===== src/rtl/fft_mult_arbiter_if.sv =====
// Bundle of the two requester ports, the shared multiplier port and the
// status outputs of fft_mult_arbiter. The slave modport is the arbiter side.
interface fft_mult_arbiter_if #(
  parameter int DATA_W    = 48,
  parameter int TAG_DEPTH = 4
);
  localparam int CNT_W = $clog2(TAG_DEPTH) + 1;

  logic [DATA_W-1:0] i_req0_data;
  logic [DATA_W-1:0] i_req1_data;
  logic              i_req0_valid;
  logic              i_req1_valid;
  logic              o_req0_ready;
  logic              o_req1_ready;

  logic [DATA_W-1:0] o_mul_data;
  logic              o_mul_valid;
  logic              i_mul_ready;
  logic [DATA_W-1:0] i_mul_res;
  logic              i_mul_res_valid;
  logic              o_mul_res_ready;

  logic [DATA_W-1:0] o_rsp0_data;
  logic [DATA_W-1:0] o_rsp1_data;
  logic              o_rsp0_valid;
  logic              o_rsp1_valid;
  logic              i_rsp0_ready;
  logic              i_rsp1_ready;

  logic [CNT_W-1:0]  o_outstanding;
  logic              o_err_orphan;

  modport slave (
    input  i_req0_data, i_req1_data, i_req0_valid, i_req1_valid,
    output o_req0_ready, o_req1_ready,
    output o_mul_data, o_mul_valid,
    input  i_mul_ready, i_mul_res, i_mul_res_valid,
    output o_mul_res_ready,
    output o_rsp0_data, o_rsp1_data, o_rsp0_valid, o_rsp1_valid,
    input  i_rsp0_ready, i_rsp1_ready,
    output o_outstanding, o_err_orphan
  );

  modport master (
    output i_req0_data, i_req1_data, i_req0_valid, i_req1_valid,
    input  o_req0_ready, o_req1_ready,
    input  o_mul_data, o_mul_valid,
    output i_mul_ready, i_mul_res, i_mul_res_valid,
    input  o_mul_res_ready,
    input  o_rsp0_data, o_rsp1_data, o_rsp0_valid, o_rsp1_valid,
    output i_rsp0_ready, i_rsp1_ready,
    input  o_outstanding, o_err_orphan
  );
endinterface


===== src/rtl/fft_mult_arbiter.sv =====
// Two-requester round-robin front end for a shared in-order multiplier.
// Granted words go through a single issue register; the requester ID of each
// issued word is queued in a tag FIFO so results can be routed back in order.
module fft_mult_arbiter #(
  parameter int DATA_W    = 48,
  parameter int TAG_DEPTH = 4
) (
  input logic               i_clk,
  input logic               i_rst_n,
  fft_mult_arbiter_if.slave bus
);
  localparam int PTR_W = $clog2(TAG_DEPTH);
  localparam int CNT_W = PTR_W + 1;

  // issue register (stage p1) feeding the multiplier
  logic              mul_vld_p1;
  logic [DATA_W-1:0] mul_data_p1;

  // arbitration and tag FIFO state
  logic              last_gnt;
  logic              tag_mem [TAG_DEPTH];
  logic [PTR_W-1:0]  wr_ptr;
  logic [PTR_W-1:0]  rd_ptr;
  logic [CNT_W-1:0]  tag_cnt;
  logic              err_orphan;

  logic slot_free;
  logic fifo_full;
  logic fifo_empty;
  logic can_grant;
  logic gnt0;
  logic gnt1;
  logic push;
  logic head_tag;
  logic res_ready;
  logic pop;
  logic orphan;
  logic rsp0_vld;
  logic rsp1_vld;

  // Grant decision: the requester not granted last wins a tie; nothing is
  // granted while reset is held, the slot is busy or every tag is in flight.
  always_comb begin
    slot_free = !mul_vld_p1 || bus.i_mul_ready;
    fifo_full = (tag_cnt == CNT_W'(TAG_DEPTH));
    can_grant = i_rst_n && slot_free && !fifo_full;
    gnt0      = can_grant && bus.i_req0_valid && (!bus.i_req1_valid || last_gnt);
    gnt1      = can_grant && bus.i_req1_valid && (!bus.i_req0_valid || !last_gnt);
    push      = gnt0 || gnt1;
  end

  // Result routing by head tag; with no tag queued the result is swallowed
  // and flagged as an orphan.
  always_comb begin
    fifo_empty = (tag_cnt == '0);
    head_tag   = tag_mem[rd_ptr];
    rsp0_vld   = i_rst_n && !fifo_empty && !head_tag && bus.i_mul_res_valid;
    rsp1_vld   = i_rst_n && !fifo_empty &&  head_tag && bus.i_mul_res_valid;
    res_ready  = i_rst_n && (fifo_empty || (head_tag ? bus.i_rsp1_ready : bus.i_rsp0_ready));
    pop        = bus.i_mul_res_valid && res_ready && !fifo_empty;
    orphan     = i_rst_n && bus.i_mul_res_valid && fifo_empty;
  end

  // ---- stage p0 -> p1: load the issue register with the granted word ----
  // Issue register: loads on grant, drains when the multiplier takes the word.
  always_ff @(posedge i_clk) begin
    if (!i_rst_n) begin
      mul_vld_p1  <= 1'b0;
      mul_data_p1 <= '0;
    end else if (push) begin
      mul_vld_p1  <= 1'b1;
      mul_data_p1 <= gnt1 ? bus.i_req1_data : bus.i_req0_data;
    end else if (slot_free) begin
      mul_vld_p1  <= 1'b0;
    end
  end

  // Tag storage: records which requester owns each issued word.
  always_ff @(posedge i_clk) begin
    if (push) begin
      tag_mem[wr_ptr] <= gnt1;
    end
  end

  // Control state: FIFO pointers and count, round-robin pointer, orphan flag.
  always_ff @(posedge i_clk) begin
    if (!i_rst_n) begin
      wr_ptr     <= '0;
      rd_ptr     <= '0;
      tag_cnt    <= '0;
      last_gnt   <= 1'b1;
      err_orphan <= 1'b0;
    end else begin
      if (push) begin
        wr_ptr   <= wr_ptr + 1'b1;
        last_gnt <= gnt1;
      end
      if (pop) begin
        rd_ptr <= rd_ptr + 1'b1;
      end
      tag_cnt <= tag_cnt + CNT_W'(push) - CNT_W'(pop);
      if (orphan) begin
        err_orphan <= 1'b1;
      end
    end
  end

  assign bus.o_req0_ready    = gnt0;
  assign bus.o_req1_ready    = gnt1;
  assign bus.o_mul_valid     = mul_vld_p1;
  assign bus.o_mul_data      = mul_data_p1;
  assign bus.o_mul_res_ready = res_ready;
  assign bus.o_rsp0_valid    = rsp0_vld;
  assign bus.o_rsp1_valid    = rsp1_vld;
  assign bus.o_rsp0_data     = bus.i_mul_res;
  assign bus.o_rsp1_data     = bus.i_mul_res;
  assign bus.o_outstanding   = tag_cnt;
  assign bus.o_err_orphan    = err_orphan;
endmodule

===== src/flat_wrapper.sv =====
// flat-port wrapper written by rule: the top's interface ports become plain ports
module fft_mult_arbiter_flat 
#(
  parameter int DATA_W    = 48,
  parameter int TAG_DEPTH = 4
)
  (i_clk, i_rst_n, bus_i_req0_data, bus_i_req1_data, bus_i_req0_valid, bus_i_req1_valid, bus_o_req0_ready, bus_o_req1_ready, bus_o_mul_data, bus_o_mul_valid, bus_i_mul_ready, bus_i_mul_res, bus_i_mul_res_valid, bus_o_mul_res_ready, bus_o_rsp0_data, bus_o_rsp1_data, bus_o_rsp0_valid, bus_o_rsp1_valid, bus_i_rsp0_ready, bus_i_rsp1_ready, bus_o_outstanding, bus_o_err_orphan);
  fft_mult_arbiter_if #(.DATA_W(DATA_W), .TAG_DEPTH(TAG_DEPTH)) bus_i ();
  input logic i_clk;
  input logic i_rst_n;
  input wire logic [$bits(bus_i.i_req0_data)-1:0] bus_i_req0_data;
  input wire logic [$bits(bus_i.i_req1_data)-1:0] bus_i_req1_data;
  input wire logic [$bits(bus_i.i_req0_valid)-1:0] bus_i_req0_valid;
  input wire logic [$bits(bus_i.i_req1_valid)-1:0] bus_i_req1_valid;
  output wire logic [$bits(bus_i.o_req0_ready)-1:0] bus_o_req0_ready;
  output wire logic [$bits(bus_i.o_req1_ready)-1:0] bus_o_req1_ready;
  output wire logic [$bits(bus_i.o_mul_data)-1:0] bus_o_mul_data;
  output wire logic [$bits(bus_i.o_mul_valid)-1:0] bus_o_mul_valid;
  input wire logic [$bits(bus_i.i_mul_ready)-1:0] bus_i_mul_ready;
  input wire logic [$bits(bus_i.i_mul_res)-1:0] bus_i_mul_res;
  input wire logic [$bits(bus_i.i_mul_res_valid)-1:0] bus_i_mul_res_valid;
  output wire logic [$bits(bus_i.o_mul_res_ready)-1:0] bus_o_mul_res_ready;
  output wire logic [$bits(bus_i.o_rsp0_data)-1:0] bus_o_rsp0_data;
  output wire logic [$bits(bus_i.o_rsp1_data)-1:0] bus_o_rsp1_data;
  output wire logic [$bits(bus_i.o_rsp0_valid)-1:0] bus_o_rsp0_valid;
  output wire logic [$bits(bus_i.o_rsp1_valid)-1:0] bus_o_rsp1_valid;
  input wire logic [$bits(bus_i.i_rsp0_ready)-1:0] bus_i_rsp0_ready;
  input wire logic [$bits(bus_i.i_rsp1_ready)-1:0] bus_i_rsp1_ready;
  output wire logic [$bits(bus_i.o_outstanding)-1:0] bus_o_outstanding;
  output wire logic [$bits(bus_i.o_err_orphan)-1:0] bus_o_err_orphan;
  assign bus_i.i_req0_data = bus_i_req0_data;
  assign bus_i.i_req1_data = bus_i_req1_data;
  assign bus_i.i_req0_valid = bus_i_req0_valid;
  assign bus_i.i_req1_valid = bus_i_req1_valid;
  assign bus_o_req0_ready = bus_i.o_req0_ready;
  assign bus_o_req1_ready = bus_i.o_req1_ready;
  assign bus_o_mul_data = bus_i.o_mul_data;
  assign bus_o_mul_valid = bus_i.o_mul_valid;
  assign bus_i.i_mul_ready = bus_i_mul_ready;
  assign bus_i.i_mul_res = bus_i_mul_res;
  assign bus_i.i_mul_res_valid = bus_i_mul_res_valid;
  assign bus_o_mul_res_ready = bus_i.o_mul_res_ready;
  assign bus_o_rsp0_data = bus_i.o_rsp0_data;
  assign bus_o_rsp1_data = bus_i.o_rsp1_data;
  assign bus_o_rsp0_valid = bus_i.o_rsp0_valid;
  assign bus_o_rsp1_valid = bus_i.o_rsp1_valid;
  assign bus_i.i_rsp0_ready = bus_i_rsp0_ready;
  assign bus_i.i_rsp1_ready = bus_i_rsp1_ready;
  assign bus_o_outstanding = bus_i.o_outstanding;
  assign bus_o_err_orphan = bus_i.o_err_orphan;
  fft_mult_arbiter #(.DATA_W(DATA_W), .TAG_DEPTH(TAG_DEPTH)) u_core (.i_clk(i_clk), .i_rst_n(i_rst_n), .bus(bus_i));
endmodule

===== config.mk =====
export PLATFORM = sky130hd
export DESIGN_NAME = fft_mult_arbiter_flat
export DESIGN_NICKNAME = d
export VERILOG_FILES = /design/src/rtl/fft_mult_arbiter_if.sv /design/src/rtl/fft_mult_arbiter.sv /design/src/flat_wrapper.sv
export SDC_FILE = /design/constraint.sdc
export NUM_CORES = 1
export LEC_CHECK = 0
export CORE_AREA = 2 2 117 119
export CTS_BUF_LIST = sky130_fd_sc_hd__clkbuf_8
export CTS_CLUSTER_SIZE = 40
export DETAILED_ROUTE_END_ITERATION = 8
export DIE_AREA = 0 0 119 121
export HOLD_SLACK_MARGIN = 0.12
export PLACE_DENSITY = 0.83
export SETUP_SLACK_MARGIN = 0.1
export SKIP_CTS_REPAIR_TIMING = 1
export SYNTH_ARGS = -nofsm -noshare
export SYNTH_HDL_FRONTEND = slang
export SYNTH_SLANG_ARGS = --single-unit

===== constraint.sdc =====
create_clock -name i_clk -period 3 [get_ports i_clk]
set_input_delay 0.6 -clock i_clk [delete_from_list [all_inputs] [get_ports i_clk]]
set_output_delay 0.6 -clock i_clk [all_outputs]
set_load 0.02 [all_outputs]

======== Word-level counts from Yosys, hierarchy flattened ========
Memories as Yosys holds them, arrays and structs flattened. A register that Yosys moved wholly into a read port is not among the register bits.
Index checks and enable logic that the tools add are counted.
word-level totals
  register bits ........................... 58
  memory bits (writable) .................. 4
  output and inout bits ................... 154
  word-level logic and storage cells ...... 51
  memories ................................ 1
memories
  name            depth  width  read ports  clocked after memory_dff  wr ports  line                    source
  u_core.tag_mem  4      1      1           1                         1         fft_mult_arbiter.sv:21  logic tag_mem [TAG_DEPTH];
cells by class
  add/subtract/negate cells ............... 4
  eq/ne operators ......................... 1
  multiplexer cells ....................... 8
  reductions and logical operators ........ 30
operator list
  operator               count
  $mux W48               1
  $logic_and A1 B1 Y1    16
  $logic_not A1 Y1       7
  $logic_or A1 B1 Y1     5
  $mux W1                5
  $add A2 B1 Y2 const B  2
  $mux W2                2
  $add A3 B1 Y3          1
  $eq A3 B3 Y1 const B   1
  $logic_not A3 Y1       1
  $sub A3 B1 Y3          1
  $reduce_bool A2 Y1     1

======== Depth between registers and ports, before layout ========
Gate-level depths: netlist of run 1.
  depth after elaboration ................. 9
  gate-level depth with buffers ........... 9

======== Worst setup path after synthesis of run 1 ========
Ideal clock, no wire load.
  kind .................................... in2reg
  start point ............................. input i_rst_n
  end point ............................... register u_core.tag_cnt[1] (netlist: u_core.bus.o_outstanding[1])
  library setup time ...................... 115 ps
  arrival ................................. 2273 ps
  required time ........................... 2885 ps
  setup slack ............................. 612 ps
  cell stages on the path ................. 8
  cell sequence ........................... clkbuf_1 nand3_1 nor2_1 ha_1 inv_1 ha_1 fa_1 and2_1
RTL lines
  what                              line                     source
  start, declared                   flat_wrapper.sv:10       input logic i_rst_n;
  $logic_and A1 B1 Y1               fft_mult_arbiter.sv:59   res_ready = i_rst_n && (fifo_empty || (head_tag ? bus.i_rsp1_ready : bus.i_rsp0_ready));
  $logic_and A1 B1 Y1 (2 in a row)  fft_mult_arbiter.sv:60   pop = bus.i_mul_res_valid && res_ready && !fifo_empty;
  net u_core.pop                    fft_mult_arbiter.sv:36   logic pop;
  $sub A3 B1 Y3                     fft_mult_arbiter.sv:101  tag_cnt <= tag_cnt + CNT_W'(push) - CNT_W'(pop);
  end signal, assigned              fft_mult_arbiter.sv:101
  end, declared                     fft_mult_arbiter.sv:24   logic [CNT_W-1:0] tag_cnt;
The timed path passes the listed nets, and every way through them passes these cells.
A chain may end at the register's enable or synchronous reset.

==> metrics.md, run 1 <==
| Metric | Value |
|---|---|
| Layout Nets | `660` |
| Most frequent cells after synthesis | `buf_4, o21ai_0, dfxtp_1` |
| Flops & latches, synth | `64` |
| R2R depth | `9` |
| Final setup margin | `0.366 ns` |
| RSZ-0062 raised after global routing | `no` |
| Filler Cells Inserted | `1304` |
| Die ar. | `0.0144 mm²` |
| Cell count after synthesis | `448` |
| Critical path data arrival time | `2.88 ns` |
| P_int | `2.13 mW` |
| P_leak | `1.86 nW` |
| Clk network pwr share | `28.0%` |
| Final setup viols | `0` |
| Post-synthesis sequential area ratio | `36.0%` |
| Num CTS Buffers | `9` |
| ANT cells | `0` |
| DR vias/cell | `4.97` |
| Crit-path most repeated cell | `ha_1` |
| CP Launch Type | `register` |
| Crit Path Max Fanout | `3` |
| Status | `complete, no violations` |
| PD cells | `644 mW/mm²` |
| First drt pass iteration count | `4` |
| Starting Density | `28.1%` |
| Setup TNS | `0 ns` |
| First-pass GRT wire length | `19300 µm` |
| Clock skew | `0.00831 ns` |
| Vias | `3388` |
| Horiz. Die Dim | `119 µm` |
| Slew @ Worst Pin | `0.609 ns` |
| Largest net degree at the start of global routing | `51` |
| Area of the core | `0.0131 mm²` |
| Yosys top cell by area | `dfxtp_1` |
| CTS root buf | `clkbuf_8` |
| CTS sink count | `64` |
| Ys async rst share | `0%` |
| Critical path cell sequence | `mux4_2 > mux2i_1 > nor2_1 > ha_1 > inv_1 > ha_1 > fa_1 > xnor2_1 > and2_1` |
| Register-to-register setup slack | `0.37 ns` |
| Pre-CTS setup slack | `0.0505 ns` |
| Antenna viol nets, final | `0` |
| Vias in the first global route | `3459` |
| Skew-Pair Late Insertion Delay | `0.35 ns` |
| Ys flop type | `dfxtp_1` |
| Crit share post-route | `87.8%` |
| Ratio of cells with drive above 1 in the final layout | `7.11%` |
| Logic pwr share | `37.4%` |
| Syn_area_per_cell | `8.20 µm²` |
| Remaining DRCs | `0` |
| Initial antenna violation count | `0` |
| Final hold violation count | `0` |
| VDD IR max | `0.265 mV` |
| F_max | `0.380 GHz` |
| Worst R2R End | `u_core.bus.o_outstanding[2]` |
| Slew HR | `59.4%` |
| CP max stage delay | `0.56 ns` |
| Net count after synthesis | `607` |
| Top cell type's share of synthesized area | `32.7%` |
| Syn-to-layout area delta | `35.9%` |
| WL final | `12600 µm` |
| RePlAce Congestion | `0.742` |
| Switching share of power | `33.8%` |
| Synth top area cells | `dfxtp_1, buf_4, o21ai_0` |
| DR iter-0 viols | `113` |
| Synthesized area | `0.00367 mm²` |
| Synth Warn # | `0` |
| Gr ovfl total | `0` |
| Most common cell in the netlist | `buf_4` |
| Total power | `3.22 mW` |
| Final Max Tran Viols | `0` |
| Crit path to | `u_core.bus.o_outstanding[2]` |
| DIE HEIGHT | `121 µm` |
| CP Capture Type | `register` |
| Site Rows | `42` |
| Req. time, crit path | `3.24 ns` |
| Port bufs | `161` |
| Worst hold path class | `reg2reg` |
| Sequential power share | `34.6%` |
| Maximum clock path buffer count | `2` |
| Hpwl dp | `8710 µm` |
| Average wire per standard cell | `18.5 µm` |
| # IOs | `306` |
| CTS clk-pin slew, worst paths | `0.08 ns` |
| Critical path class | `reg2reg` |
| Post-synth EDFFs | `4` |
| Slowest cell on the critical path | `mux4_2` |
| # Max-Cap Violations | `0` |
| Number of distinct library cells after synthesis | `34` |
| GRT Total Usage | `17.5%` |
| Number of H-tree levels | `3` |
| Min Clock Period, post-route | `2.63 ns` |
| P_sw | `1.09 mW` |
| CTS tree | `built` |
worst min path at each step:
stage | startpoint | end | cells past startpoint
after detailed placement | u_core.rd_ptr[1] | u_core.rd_ptr[1] | 1
final | u_core.rd_ptr[1] | register | 1
after floorplan | u_core.rd_ptr[1] | register | 1
after global routing | u_core.rd_ptr[1] | register | 1
after global placement | u_core.rd_ptr[1] | u_core.rd_ptr[1] | 1
after CTS | u_core.rd_ptr[1] | register | 1
through the flow:
step                hold WS, ns  instances  utilization (%)  cell area [µm²]
floorplan                 0.430        448                -             3670
global placement          0.441        666             36.3             4750
detailed placement        0.453        666             36.3             4750
CTS                       0.450        682             38.1             4980
global route              0.487        682             38.2             4990
finish                    0.452        682             38.2             4990
final cells by class:
| type | count | area, µm² | area share, % |
|---|---|---|---|
| flip-flops and latches | 64 | 1320 | 26.5 |
| clock buffers | 9 | 124 | 2.48 |
| well taps | 176 | 220 | 4.41 |
| multi-input cells | 243 | 1440 | 28.9 |
| clock inverters | 7 | 110 | 2.21 |
| repair buffers | 175 | 1740 | 34.9 |
| inverters | 8 | 30.0 | 0.602 |
cells by family after synthesis:
| kind of cell | count (synthesis) | share of synthesized area [%] |
|---|---|---|
| AND/OR/NAND/NOR | 29 | 4.56 |
| multiplexers | 5 | 1.70 |
| buffers and inverters | 141 | 25.2 |
| adder cells (fa/ha/maj) | 7 | 2.59 |
| flip-flops | 64 | 36.0 |
| AO/OA/AOI/OAI | 199 | 29.3 |
| XOR/XNOR | 3 | 0.715 |
cells in the final DEF, fill, tap and decap left out, drive strengths merged, types with 2 or more instances in the layout:
cell type	synthesis	routed
dfxtp	60	60
nand2	6	6
buf	106	15
inv	8	8
ha	6	6
clkinv	0	3
xnor2	2	2
a21oi	50	50
o21ai	96	96
a21boi	3	3
clkbuf	27	9
bufinv	0	3
a31oi	48	48
mux2i	4	4
and2	9	9
clkdlybuf4s50	0	157
nand4	2	2
nor2	3	3
dlymetal6s2s	0	3
edfxtp	4	4
nor2b	2	2
worst max-delay path, delay by kind of cell (launching register included):
kind                       cells  cell delay [ns]
xor gates and xnor gates       1             0.13
DFF                            1             0.34
buffers and inverters          1             0.04
and+or+nand+nor                2             0.29
adders and majority gates      3             0.87
muxes                          2             0.85
sequential cells by signal, summed over array words and instances, names as in the netlist, named ones only:
name                      flops
u_core.bus.o_err_orphan       1
u_core.wr_ptr                 2
u_core.bus.o_mul_valid        1
u_core.last_gnt               1
u_core.rd_ptr                 2
u_core.bus.o_outstanding      3
u_core.bus.o_mul_data        48
u_core.tag_mem                4
power groups by stage:
stage               combinational [mW]  sequential, mW  clock [mW]
floorplan                        0.642            1.29           0
global placement                  1.19            1.12           0
detailed placement                1.20            1.13           0
CTS                               1.21            1.11       0.933
global route                      1.31            1.14       0.962
finish                            1.20            1.11       0.900
metal layers:
metal / vias to the layer above / track usage, % / share of wire, %
li1: 1607 / - / -
met1: 1532 / 19.1 / 38
met2: 217 / 28.7 / 47
met3: 32 / 8.98 / 12
met4: 0 / 6.99 / 2.9
met5: - / 0 / 0
Note: power is estimated with default switching activity, not from simulation.
==> inputs of run 2 (changes only) <==
- PLACE_DENSITY: 0.83 -> 0.86
- clock period: 3 -> 2.32 ns (I/O delays scaled with it)
==> metrics.md, run 2 (synthesis gave the netlist of run 1 again) <==
| Metric | Value |
|---|---|
| CP Capture Type | `register (unchanged)` |
| P_leak | `1.85 nW (was 1.86 nW)` |
| Register-to-register setup slack | `-0.06 ns (was 0.37 ns)` |
| Ratio of cells with drive above 1 in the final layout | `10.4% (was 7.11%)` |
| Hpwl dp | `8970 µm (was 8710 µm)` |
| DR iter-0 viols | `201 (was 113)` |
| CP Launch Type | `register (unchanged)` |
| Status | `complete, but fails checks (was complete, no violations)` |
| # IOs | `306 (unchanged)` |
| Clock skew | `0.00779 ns (was 0.00831 ns)` |
| VDD IR max | `0.334 mV (was 0.265 mV)` |
| Met1 Track Usage GR | `19.3% (was 19.1%)` |
| # Max-Cap Violations | `0 (unchanged)` |
| Initial antenna violation count | `0 (unchanged)` |
| Max reg flops | `48 (unchanged)` |
| Critical path cell sequence | `mux4_2 > mux2i_4 > nor2_4 > ha_4 > inv_2 > ha_4 > fa_2 > xnor2_1 > and2_1 (was mux4_2 > mux2i_1 > nor2_1 > ha_1 > inv_1 > ha_1 > fa_1 > xnor2_1 > and2_1)` |
| Critical path class | `reg2reg (unchanged)` |
| Vias | `3463 (was 3388)` |
| CTS clk-pin slew, worst paths | `0.07 ns (was 0.08 ns)` |
| Buf/Inv on CP | `1 (unchanged)` |
| Skew-Pair Late Insertion Delay | `0.35 ns (about the same)` |
| Syn-to-layout area delta | `36.6% (was 35.9%)` |
| Fin util | `38.4% (was 38.2%)` |
| Number of H-tree levels | `3 (unchanged)` |
| PD cells | `775 mW/mm² (was 644 mW/mm²)` |
| CTS sink count | `64 (unchanged)` |
| Fin area | `0.00502 mm² (was 0.00499 mm²)` |
| Final setup margin | `-0.0646 ns (was 0.366 ns)` |
| Port bufs | `161 (unchanged)` |
| Vias in the first global route | `3532 (was 3459)` |
| DR vias/cell | `5.04 (was 4.97)` |
| Site Rows | `42 (unchanged)` |
| Min Clock Period, post-route | `2.38 ns (was 2.63 ns)` |
| First-pass GRT wire length | `19400 µm (was 19300 µm)` |
| F_max | `0.419 GHz (was 0.380 GHz)` |
| Crit-path most repeated cell | `ha_4 (was ha_1)` |
| Crit share post-route | `103% (was 87.8%)` |
| Final Max Tran Viols | `0 (unchanged)` |
| GRT Total Usage | `17.6% (was 17.5%)` |
| Total power | `3.89 mW (was 3.22 mW)` |
| ANT cells | `0 (unchanged)` |
| First drt pass iteration count | `4 (unchanged)` |
| Num CTS Buffers | `9 (unchanged)` |
| Slew HR | `60.0% (was 59.4%)` |
| Critical path data arrival time | `2.63 ns (was 2.88 ns)` |
| Largest net degree at the start of global routing | `51 (unchanged)` |
| Busiest grt layer | `met2 (unchanged)` |
| Worst hold path class | `in2reg (was reg2reg)` |
| CTS root buf | `clkbuf_8 (unchanged)` |
| Slew @ Worst Pin | `0.600 ns (was 0.609 ns)` |
| Antenna viol nets, final | `0 (unchanged)` |
| Die ar. | `0.0144 mm² (unchanged)` |
| Horiz. Die Dim | `119 µm (unchanged)` |
| Layout Nets | `665 (was 660)` |
| Commonest non-fill, non-tap cell in the layout | `clkdlybuf4s50_1 (unchanged)` |
| GR Util met3 | `8.18% (was 8.98%)` |
| Failing checks | `negative setup slack` |
| Remaining DRCs | `0 (unchanged)` |
| CTS tree | `built (unchanged)` |
| RePlAce Congestion | `0.720 (was 0.742)` |
| Setup TNS | `-0.116 ns (was 0 ns)` |
| DP Area | `0.00482 mm² (was 0.00475 mm²)` |
| Req. time, crit path | `2.57 ns (was 3.24 ns)` |
| Filler Cells Inserted | `1288 (was 1304)` |
| DIE HEIGHT | `121 µm (unchanged)` |
| Area of the core | `0.0131 mm² (unchanged)` |
| Crit Path Max Fanout | `3 (unchanged)` |
| WL final | `12800 µm (was 12600 µm)` |
| Gr ovfl total | `0 (unchanged)` |
| Maximum clock path buffer count | `2 (unchanged)` |
| RSZ-0062 raised after global routing | `yes (was no)` |
| Average wire per standard cell | `18.6 µm (was 18.5 µm)` |
| Crit-path leading delay family | `multiplexers (was adder cells)` |
| Starting Density | `28.1% (unchanged)` |
| Most frequent cells in the layout | `clkdlybuf4s50_1, o21ai_0, dfxtp_1 (unchanged)` |
| Slowest cell on the critical path | `mux4_2 (unchanged)` |
| Final setup viols | `3 (was 0)` |
| Final hold violation count | `0 (unchanged)` |
| GR Layer Usage met2 | `28.0% (was 28.7%)` |
| CP max stage delay | `0.54 ns (was 0.56 ns)` |
run 2: worst reg2reg max path, stage by stage (launching register included):
cell	delay, ns
edfxtp_1	0.37
mux4_2	0.54
mux2i_4	0.25
nor2_4	0.07
ha_4	0.27
inv_2	0.04
ha_4	0.15
fa_2	0.35
xnor2_1	0.12
and2_1	0.13
run 2: area by class of cell:
| cell class | count | area, µm² | area share (%) |
|---|---|---|---|
| timing repair buffer | 180 | 1790 | 35.7 |
| multi-input combinational | 243 | 1490 | 29.8 |
| sequential | 64 | 1320 | 26.3 |
| tap | 176 | 220 | 4.39 |
| clock buffer | 9 | 124 | 2.47 |
| clock inverter | 7 | 38.8 | 0.772 |
| inverter | 8 | 30.0 | 0.598 |
run 2: layer usage:
metal	wire (µm)	up-vias
met1	4970	1617
met3	1390	39
li1	-	1607
met4	524	0
met5	0	-
met2	5870	200
run 2: per-stage QoR:
| stage | hold WS (ns) | cells | setup slack, ns |
|---|---|---|---|
| after global routing | 0.416 | 687 | -0.156 |
| after global placement | 0.445 | 671 | -0.0907 |
| after detailed placement | 0.473 | 671 | -0.125 |
| after floorplan | 0.430 | 448 | 0.00349 |
| final | 0.429 | 687 | -0.0646 |
| after CTS | 0.399 | 687 | -0.431 |
run 2: path summary, 6_finish.rpt:
kind | startpoint | end | cells after the start
worst max-delay path | u_core.tag_mem[2] | u_core.bus.o_outstanding[2] | 9
worst min-delay path | i_rst_n | u_core.last_gnt | 2
worst max register to register | u_core.tag_mem[2] | u_core.bus.o_outstanding[2] | 9
worst min register to register | u_core.rd_ptr[1] | register | 1
run 2: power by group:
| part | internal, mW | leakage, nW | switching (mW) |
|---|---|---|---|
| combinational | 0.768 | 1.23 | 0.841 |
| clock | 0.375 | 0.0822 | 0.462 |
| sequential | 1.32 | 0.533 | 0.130 |
